$ cat config.mk
export PLATFORM = sky130hd
export DESIGN_NAME = hamming_7_4_decoder_flat
export DESIGN_NICKNAME = d
export VERILOG_FILES = /design/src/rtl/hamming_7_4_decoder_if.sv /design/src/rtl/hamming_7_4_decoder.sv /design/src/flat_wrapper.sv
export SDC_FILE = /design/constraint.sdc
export NUM_CORES = 1
export LEC_CHECK = 0
export ABC_AREA = 1
export CAP_MARGIN = 20
export CORE_ASPECT_RATIO = 1.75
export CORE_MARGIN = 2
export CORE_UTILIZATION = 31
export DETAILED_ROUTE_END_ITERATION = 12
export GPL_TIMING_DRIVEN = 1
export REMOVE_ABC_BUFFERS = 1
export SLEW_MARGIN = 20
export SYNTH_ARGS = -nofsm -noshare
export SYNTH_HDL_FRONTEND = slang
export SYNTH_SLANG_ARGS = --single-unit
$ cat constraint.sdc
create_clock -name clk -period 2.4 [get_ports clk]
set_clock_uncertainty 0.1 [all_clocks]
set_input_delay 0.24 -clock clk [delete_from_list [all_inputs] [get_ports clk]]
set_output_delay 0.24 -clock clk [all_outputs]
set_load 0.005 [all_outputs]
$ cat src/rtl/hamming_7_4_decoder_if.sv
// rtl/hamming_7_4_decoder_if.sv - stream and counter signals of the Hamming(7,4) decoder
interface hamming_7_4_decoder_if #(
  parameter int CNT_W = 16
);
  logic             in_valid;
  logic             in_ready;
  logic [7:1]       code_in;
  logic             out_valid;
  logic             out_ready;
  logic [1:4]       data_out;
  logic             err_corr;
  logic [2:0]       err_pos;
  logic             cnt_clr;
  logic [CNT_W-1:0] corr_cnt;

  // Upstream/downstream side: drives codewords, output backpressure and counter clear
  modport master (
    output in_valid, code_in, out_ready, cnt_clr,
    input  in_ready, out_valid, data_out, err_corr, err_pos, corr_cnt
  );

  // Decoder side
  modport slave (
    input  in_valid, code_in, out_ready, cnt_clr,
    output in_ready, out_valid, data_out, err_corr, err_pos, corr_cnt
  );
endinterface

$ cat src/rtl/hamming_7_4_decoder.sv
// rtl/hamming_7_4_decoder.sv - two-stage Hamming(7,4) single-error-correcting decoder
module hamming_7_4_decoder #(
  parameter int CNT_W = 16
) (
  input  logic                 clk,
  input  logic                 rst_n,
  hamming_7_4_decoder_if.slave bus
);

  logic             en;
  logic             s1_valid;
  logic [7:1]       s1_code;
  logic [2:0]       s1_syn;
  logic             s2_valid;
  logic [1:4]       data_q;
  logic             err_corr_q;
  logic [2:0]       err_pos_q;
  logic [CNT_W-1:0] cnt_q;
  logic [2:0]       syn;
  logic [2:0]       pos;
  logic [7:1]       fixed;

  // One advance enable for the whole pipe: it moves whenever the output slot is free or being taken
  assign en            = !s2_valid | bus.out_ready;
  assign bus.in_ready  = en;
  assign bus.out_valid = s2_valid;
  assign bus.data_out  = data_q;
  assign bus.err_corr  = err_corr_q;
  assign bus.err_pos   = err_pos_q;
  assign bus.corr_cnt  = cnt_q;

  // Syndrome S = {s3,s2,s1} of the incoming codeword
  always_comb begin
    syn    = '0;
    syn[0] = bus.code_in[7] ^ bus.code_in[5] ^ bus.code_in[3] ^ bus.code_in[1];
    syn[1] = bus.code_in[6] ^ bus.code_in[5] ^ bus.code_in[2] ^ bus.code_in[1];
    syn[2] = bus.code_in[4] ^ bus.code_in[3] ^ bus.code_in[2] ^ bus.code_in[1];
  end

  // Error position is 8-S, which modulo 8 is simply -S and yields 0 for a clean word; flip that bit
  always_comb begin
    pos   = 3'd0 - s1_syn;
    fixed = s1_code;
    for (int i = 1; i <= 7; i++) begin
      if (pos == 3'(i)) begin
        fixed[i] = ~s1_code[i];
      end
    end
  end

  // Stage 1: capture codeword, syndrome and valid; bubbles are loaded too
  always_ff @(posedge clk or negedge rst_n) begin
    if (!rst_n) begin
      s1_valid <= 1'b0;
      s1_code  <= '0;
      s1_syn   <= '0;
    end else if (en) begin
      s1_valid <= bus.in_valid;
      s1_code  <= bus.code_in;
      s1_syn   <= syn;
    end
  end

  // Stage 2: corrected data and error status
  always_ff @(posedge clk or negedge rst_n) begin
    if (!rst_n) begin
      s2_valid   <= 1'b0;
      data_q     <= '0;
      err_corr_q <= 1'b0;
      err_pos_q  <= '0;
    end else if (en) begin
      s2_valid   <= s1_valid;
      data_q     <= {fixed[5], fixed[3], fixed[2], fixed[1]};
      err_corr_q <= |s1_syn;
      err_pos_q  <= pos;
    end
  end

  // Saturating count of corrected words handed downstream; clear wins over increment
  always_ff @(posedge clk or negedge rst_n) begin
    if (!rst_n) begin
      cnt_q <= '0;
    end else if (bus.cnt_clr) begin
      cnt_q <= '0;
    end else if (s2_valid && bus.out_ready && err_corr_q && (cnt_q != {CNT_W{1'b1}})) begin
      cnt_q <= cnt_q + CNT_W'(1);
    end
  end

endmodule

$ cat src/flat_wrapper.sv
// flat-port wrapper written by rule: the top's interface ports become plain ports
module hamming_7_4_decoder_flat 
#(
  parameter int CNT_W = 16
)
  (clk, rst_n, bus_in_valid, bus_code_in, bus_out_ready, bus_cnt_clr, bus_in_ready, bus_out_valid, bus_data_out, bus_err_corr, bus_err_pos, bus_corr_cnt);
  hamming_7_4_decoder_if #(.CNT_W(CNT_W)) bus_i ();
  input  logic clk;
  input  logic rst_n;
  input wire logic [$bits(bus_i.in_valid)-1:0] bus_in_valid;
  input wire logic [$bits(bus_i.code_in)-1:0] bus_code_in;
  input wire logic [$bits(bus_i.out_ready)-1:0] bus_out_ready;
  input wire logic [$bits(bus_i.cnt_clr)-1:0] bus_cnt_clr;
  output wire logic [$bits(bus_i.in_ready)-1:0] bus_in_ready;
  output wire logic [$bits(bus_i.out_valid)-1:0] bus_out_valid;
  output wire logic [$bits(bus_i.data_out)-1:0] bus_data_out;
  output wire logic [$bits(bus_i.err_corr)-1:0] bus_err_corr;
  output wire logic [$bits(bus_i.err_pos)-1:0] bus_err_pos;
  output wire logic [$bits(bus_i.corr_cnt)-1:0] bus_corr_cnt;
  assign bus_i.in_valid = bus_in_valid;
  assign bus_i.code_in = bus_code_in;
  assign bus_i.out_ready = bus_out_ready;
  assign bus_i.cnt_clr = bus_cnt_clr;
  assign bus_in_ready = bus_i.in_ready;
  assign bus_out_valid = bus_i.out_valid;
  assign bus_data_out = bus_i.data_out;
  assign bus_err_corr = bus_i.err_corr;
  assign bus_err_pos = bus_i.err_pos;
  assign bus_corr_cnt = bus_i.corr_cnt;
  hamming_7_4_decoder #(.CNT_W(CNT_W)) u_core (.clk(clk), .rst_n(rst_n), .bus(bus_i));
endmodule
# Word level (Yosys, flattened, before mapping)
# Index checks and enable logic that the tools add are counted.
# Widths: inputs -> output; s select.
# op_classes
n_addsub	2
reduce_logical	6
n_mux	6
bitwise	14
n_eq_ne	5
# ops
cell	count
$mux 16	2
$add 16x1->16 const B	1
$ne 16x16->1 const B	1
$xor 1x1->1	9
$eq 3x2->1 const B	2
$mux 1	4
$not 1->1	4
$eq 3x1->1 const B	1
$eq 3x3->1 const B	1
$logic_and 1x1->1	3
$reduce_or 3->1	1
$sub 1x3->3 const A	1
$reduce_bool 2->1	1
$logic_not 1->1	1
$or 1x1->1	1
# totals
ff_bits	34
inputBits	12
out_inout_bits	26

# Logic depth before layout (Yosys ltp)
# depth
ltp_word	5
mapped_depth	10
ltp_nobuf	9

# Worst setup path after synthesis
# Ideal clock, no wire load.
# synth_timing
kind	register to register
startpoint	register u_core.cnt_q[0], in the netlist u_core.bus.corr_cnt[0]
endpoint	register u_core.cnt_q[12], in the netlist u_core.bus.corr_cnt[12]
stages_incl_launch_ff	10
slack_ns	0.740
path_buffers	1
arrival_time_ns	1.495
cell_sequence	dfrtp_1 ha_1 nand2_1 nor2_4 nand2_2 nor2_4 nor2_4 buf_2 nand4_1 nand2_1
# synth_between
elab_chain_len	3
elab_cells_between_ends	6
cone_classes	add/sub (1); eq/ne (1); mux (2); reduce/logical (2)
# synth_lines
item	line	rtl
start, declared	hamming_7_4_decoder.sv:18	logic [CNT_W-1:0] cnt_q;
start signal, assigned	hamming_7_4_decoder.sv:86	cnt_q <= cnt_q + CNT_W'(1);
$add 16x1->16 or $ne 16x16->1 (tied branches)	hamming_7_4_decoder.sv:86, hamming_7_4_decoder.sv:85	
$mux 16 or $logic_and 1x1->1 (tied branches)	hamming_7_4_decoder.sv:85	end else if (s2_valid && bus.out_ready && err_corr_q && (cnt_q != {CNT_W{1'b1}})) begin
$mux 16 or $reduce_bool 2->1 (tied branches)	--	
# Several ways; a longest one is shown, not always the timed one. The select of a mux whose other input is x is not followed.
# A chain may end at the register's enable or synchronous reset.

# Worst setup path after layout
# Same ends and word-level chain as after synthesis.

==> metrics.md <==
| Metric | Value |
|---|---|
| Status | complete, no violations |
| ANT nets after route | 0 |
| CTS Hold Bufs | 0 |
| Post-route DRC | 0 |
| Final setup TNS | 0 ps |
| First-pass iteration count of the detailed router | 4 |
| Worst-Skew Late Latency | 290 ps |
| Max frequency | 532.2 MHz |
| Routability cong. | 0.8048 |
| CTS tree | done |
| Final WL | 4309 um |
| Core ar. | 5833 um2 |
| Slew Viols, Final | 0 |
| Worst-Margin Slew | 472.5 ps |
| Clock transition at the registers of the reported paths | 80 ps |
| Vias in the first global route | 1,642 |
| Die Ht | 106.7 um |
| Leakage power | 1.124 nW |
| Worst path required time | 2480 ps |
| H-tree level count | 2 |
| Clk root buf | clkbuf_8 |
| Crit path launch type | flop |
| Clock Tree Buf Depth | 2 |
| Number of DRC markers in iteration 0 | 36 |
| Total Die Area | 6692 um2 |
| Post-Place Cells | 340 |
| Largest net degree at the start of global routing | 34 |
| RSZ-0062 raised after global routing | no |
| Avg WL per Cell | 12.38 um |
| Net count reported at finish | 287 |
| CTS resizes | 0 |
| Proportion of layout cells with a drive suffix above 1 | 0.09259 |
| Yosys warning count | 0 |
| Post-route cell area | 2422 um2 |
| Post-synth cell types | 22 |
| Max Cap Viol | 0 |
| Critical Path Sink Type | flop |
| Critical path type | flop to flop |
| Port Buffers | 37 |
| Total GRT Usage | 0.1384 |
| Crit Path Max Fanout | 16 |
| Final setup margin | 521.1 ps |
| P&R area growth vs syn | 29.58% |
| Cell Area, Synth | 1869 um2 |
| Via/cell ratio | 4.658 |
| DR vias | 1,621 |
| HP Class | input pin to asynchronous set/reset pin |
| Post-Place Cell Area | 2321 um2 |
| Critical Path AT | 1960 ps |
| Initial antenna violation count | 0 |
| I/O Pins | 38 |
| Final setup viols | 0 |
| Initial Utilization | 0.3205 |
| Clock Sinks | 33 |
| Period minus WS final | 1879 ps |
| Syn avg cell area | 8.163 um2 |
| Register area share after synthesis | 0.4418 |
| Dpl hpwl | 3160 um |
| Die W | 62.70 um |
| Mapped Cells | 229 |
| Hold Fails Final Rpt | 0 |
| Rows | 37 |
| Power density cells | 615.7 nW/um2 |
| First-pass GRT wire length | 7327 um |
| Period utilization | 0.7829 |
| Diode count | 0 |
| Worst slew margin | 0.6842 |
| Pre-CTS WS | 503.9 ps |
| TritonCTS Buffers | 5 |
| Peak VDD IR | 341.9 uV |
| Setup Buffers After CTS | 0 |
| Number of synthesized register bits | 33 |
| Non-Filler Instances | 348 |
| GRT overflow | 0 |
state kept, by name, indices dropped and copies added (netlist names):
| signal | count |
|---|---|
| u_core.s1_syn | 3 |
| u_core.bus.corr_cnt | 16 |
| u_core.bus.err_corr | 1 |
| u_core.bus.data_out | 4 |
| u_core.s1_code | 4 |
| u_core.bus.err_pos | 3 |
| u_core.s1_valid | 1 |
| u_core.bus.out_valid | 1 |
final cells by class:
class                   instances  area (um2)
well taps                      78       97.59
inverters                      23       86.33
clock inverters                 1       5.005
multi-input cells             167       925.9
fillers                       614        3411
repair buffers                 39       385.4
flip-flops and latches         33       825.8
clock buffers                   7       96.34
through the flow:
| step | total power, mW | hold slack, ps | utilization |
|---|---|---|---|
| 2_1_floorplan | 0.8409 | -155.6 | - |
| 3_3_place_gp | 1.035 | 332.3 | 0.3979 |
| 3_5_place_dp | 1.037 | 338.0 | 0.3979 |
| 4_1_cts | 1.515 | 277.7 | 0.4153 |
| 5_1_grt | 1.572 | 310.1 | 0.4153 |
| 6_report | 1.491 | 255.9 | 0.4153 |
layer usage:
layer	track usage	vias to the layer above	wire [um]
li1	-	810	-
met1	0.1430	762	1638
met2	0.2527	38	2352
met3	0.03043	11	185
met4	0.08095	0	133
met5	0	-	0
cell usage after synthesis, drive strengths merged:
cell,number,area share
nor3,1,0.0027
nand3b,2,0.0080
xor2,15,0.070
inv,23,0.046
buf,3,0.011
nand2,67,0.14
dfrtp,33,0.44
mux2,5,0.030
nand4,9,0.030
o21ai,6,0.016
or2,3,0.010
nand3,22,0.059
clkbuf,3,0.0060
ha,6,0.040
a21oi,9,0.024
nor2,22,0.069
worst max-delay path, cell delays in order (launching register included):
cell and delay (ps):
dfrtp_1 430, ha_1 260, nand2_1 120, nor2_4 60, nand2_2 110, nor2_4 50, nor2_4 370, nor2_8 120
nand2_1 80, nand2_1 60
worst paths after layout:
kind                                                             to                          startpoint  slack [ps]  cells past startpoint
worst max-delay path            u_core.bus.corr_cnt[12]$_DFFE_PN0P_  u_core.bus.corr_cnt[0]$_DFFE_PN0P_         520                      9
worst min-delay path            u_core.bus.corr_cnt[15]$_DFFE_PN0P_                               rst_n         260                      2
worst max register to register  u_core.bus.corr_cnt[12]$_DFFE_PN0P_  u_core.bus.corr_cnt[0]$_DFFE_PN0P_         520                      9
worst min register to register     u_core.bus.out_valid$_DFFE_PN0P_         u_core.s1_valid$_DFFE_PN0P_         350                      2
max in group asynchronous             u_core.s1_code[5]$_DFFE_PN0P_                               rst_n        1630                      2
min in group clk                   u_core.bus.out_valid$_DFFE_PN0P_         u_core.s1_valid$_DFFE_PN0P_         350                      2
cells by family (layout without fill, tap and decap cells):
group                      Yosys count  count (layout)  synth area share
AOI/OAI and AO/OA                   15              15           0.04016
xor gates and xnor gates            15              15           0.07028
adders and majority gates            6               6           0.04016
buffers and inverters               29              70           0.06291
DFF                                 33              33            0.4418
muxes                                5               5           0.03012
and+or+nand+nor                    126             126            0.3146
where the power goes:
part           total [mW]  switching (mW)  leakage [nW]  internal (mW)
registers           0.672          0.0445         0.417          0.628
logic               0.349           0.166         0.653          0.183
clock network       0.470           0.211        0.0542          0.259
total                1.49           0.421          1.12           1.07
cells in the final DEF (no fill, tap or decap):
cell,instances
nand3b_1,2
nand3_1,22
xor2_1,15
nor2_8,1
clkinv_2,1
inv_2,1
clkdlybuf4s50_1,37
buf_4,2
nand4_1,9
ha_1,6
nand2_2,1
nor2_4,4
mux2_2,5
dfrtp_1,33
or2_2,3
clkbuf_8,7
nor3_1,1
nand2_1,66
nor2_1,17
inv_1,22
o21ai_0,6
a21oi_1,9
Power figures use the tool's default switching activity.
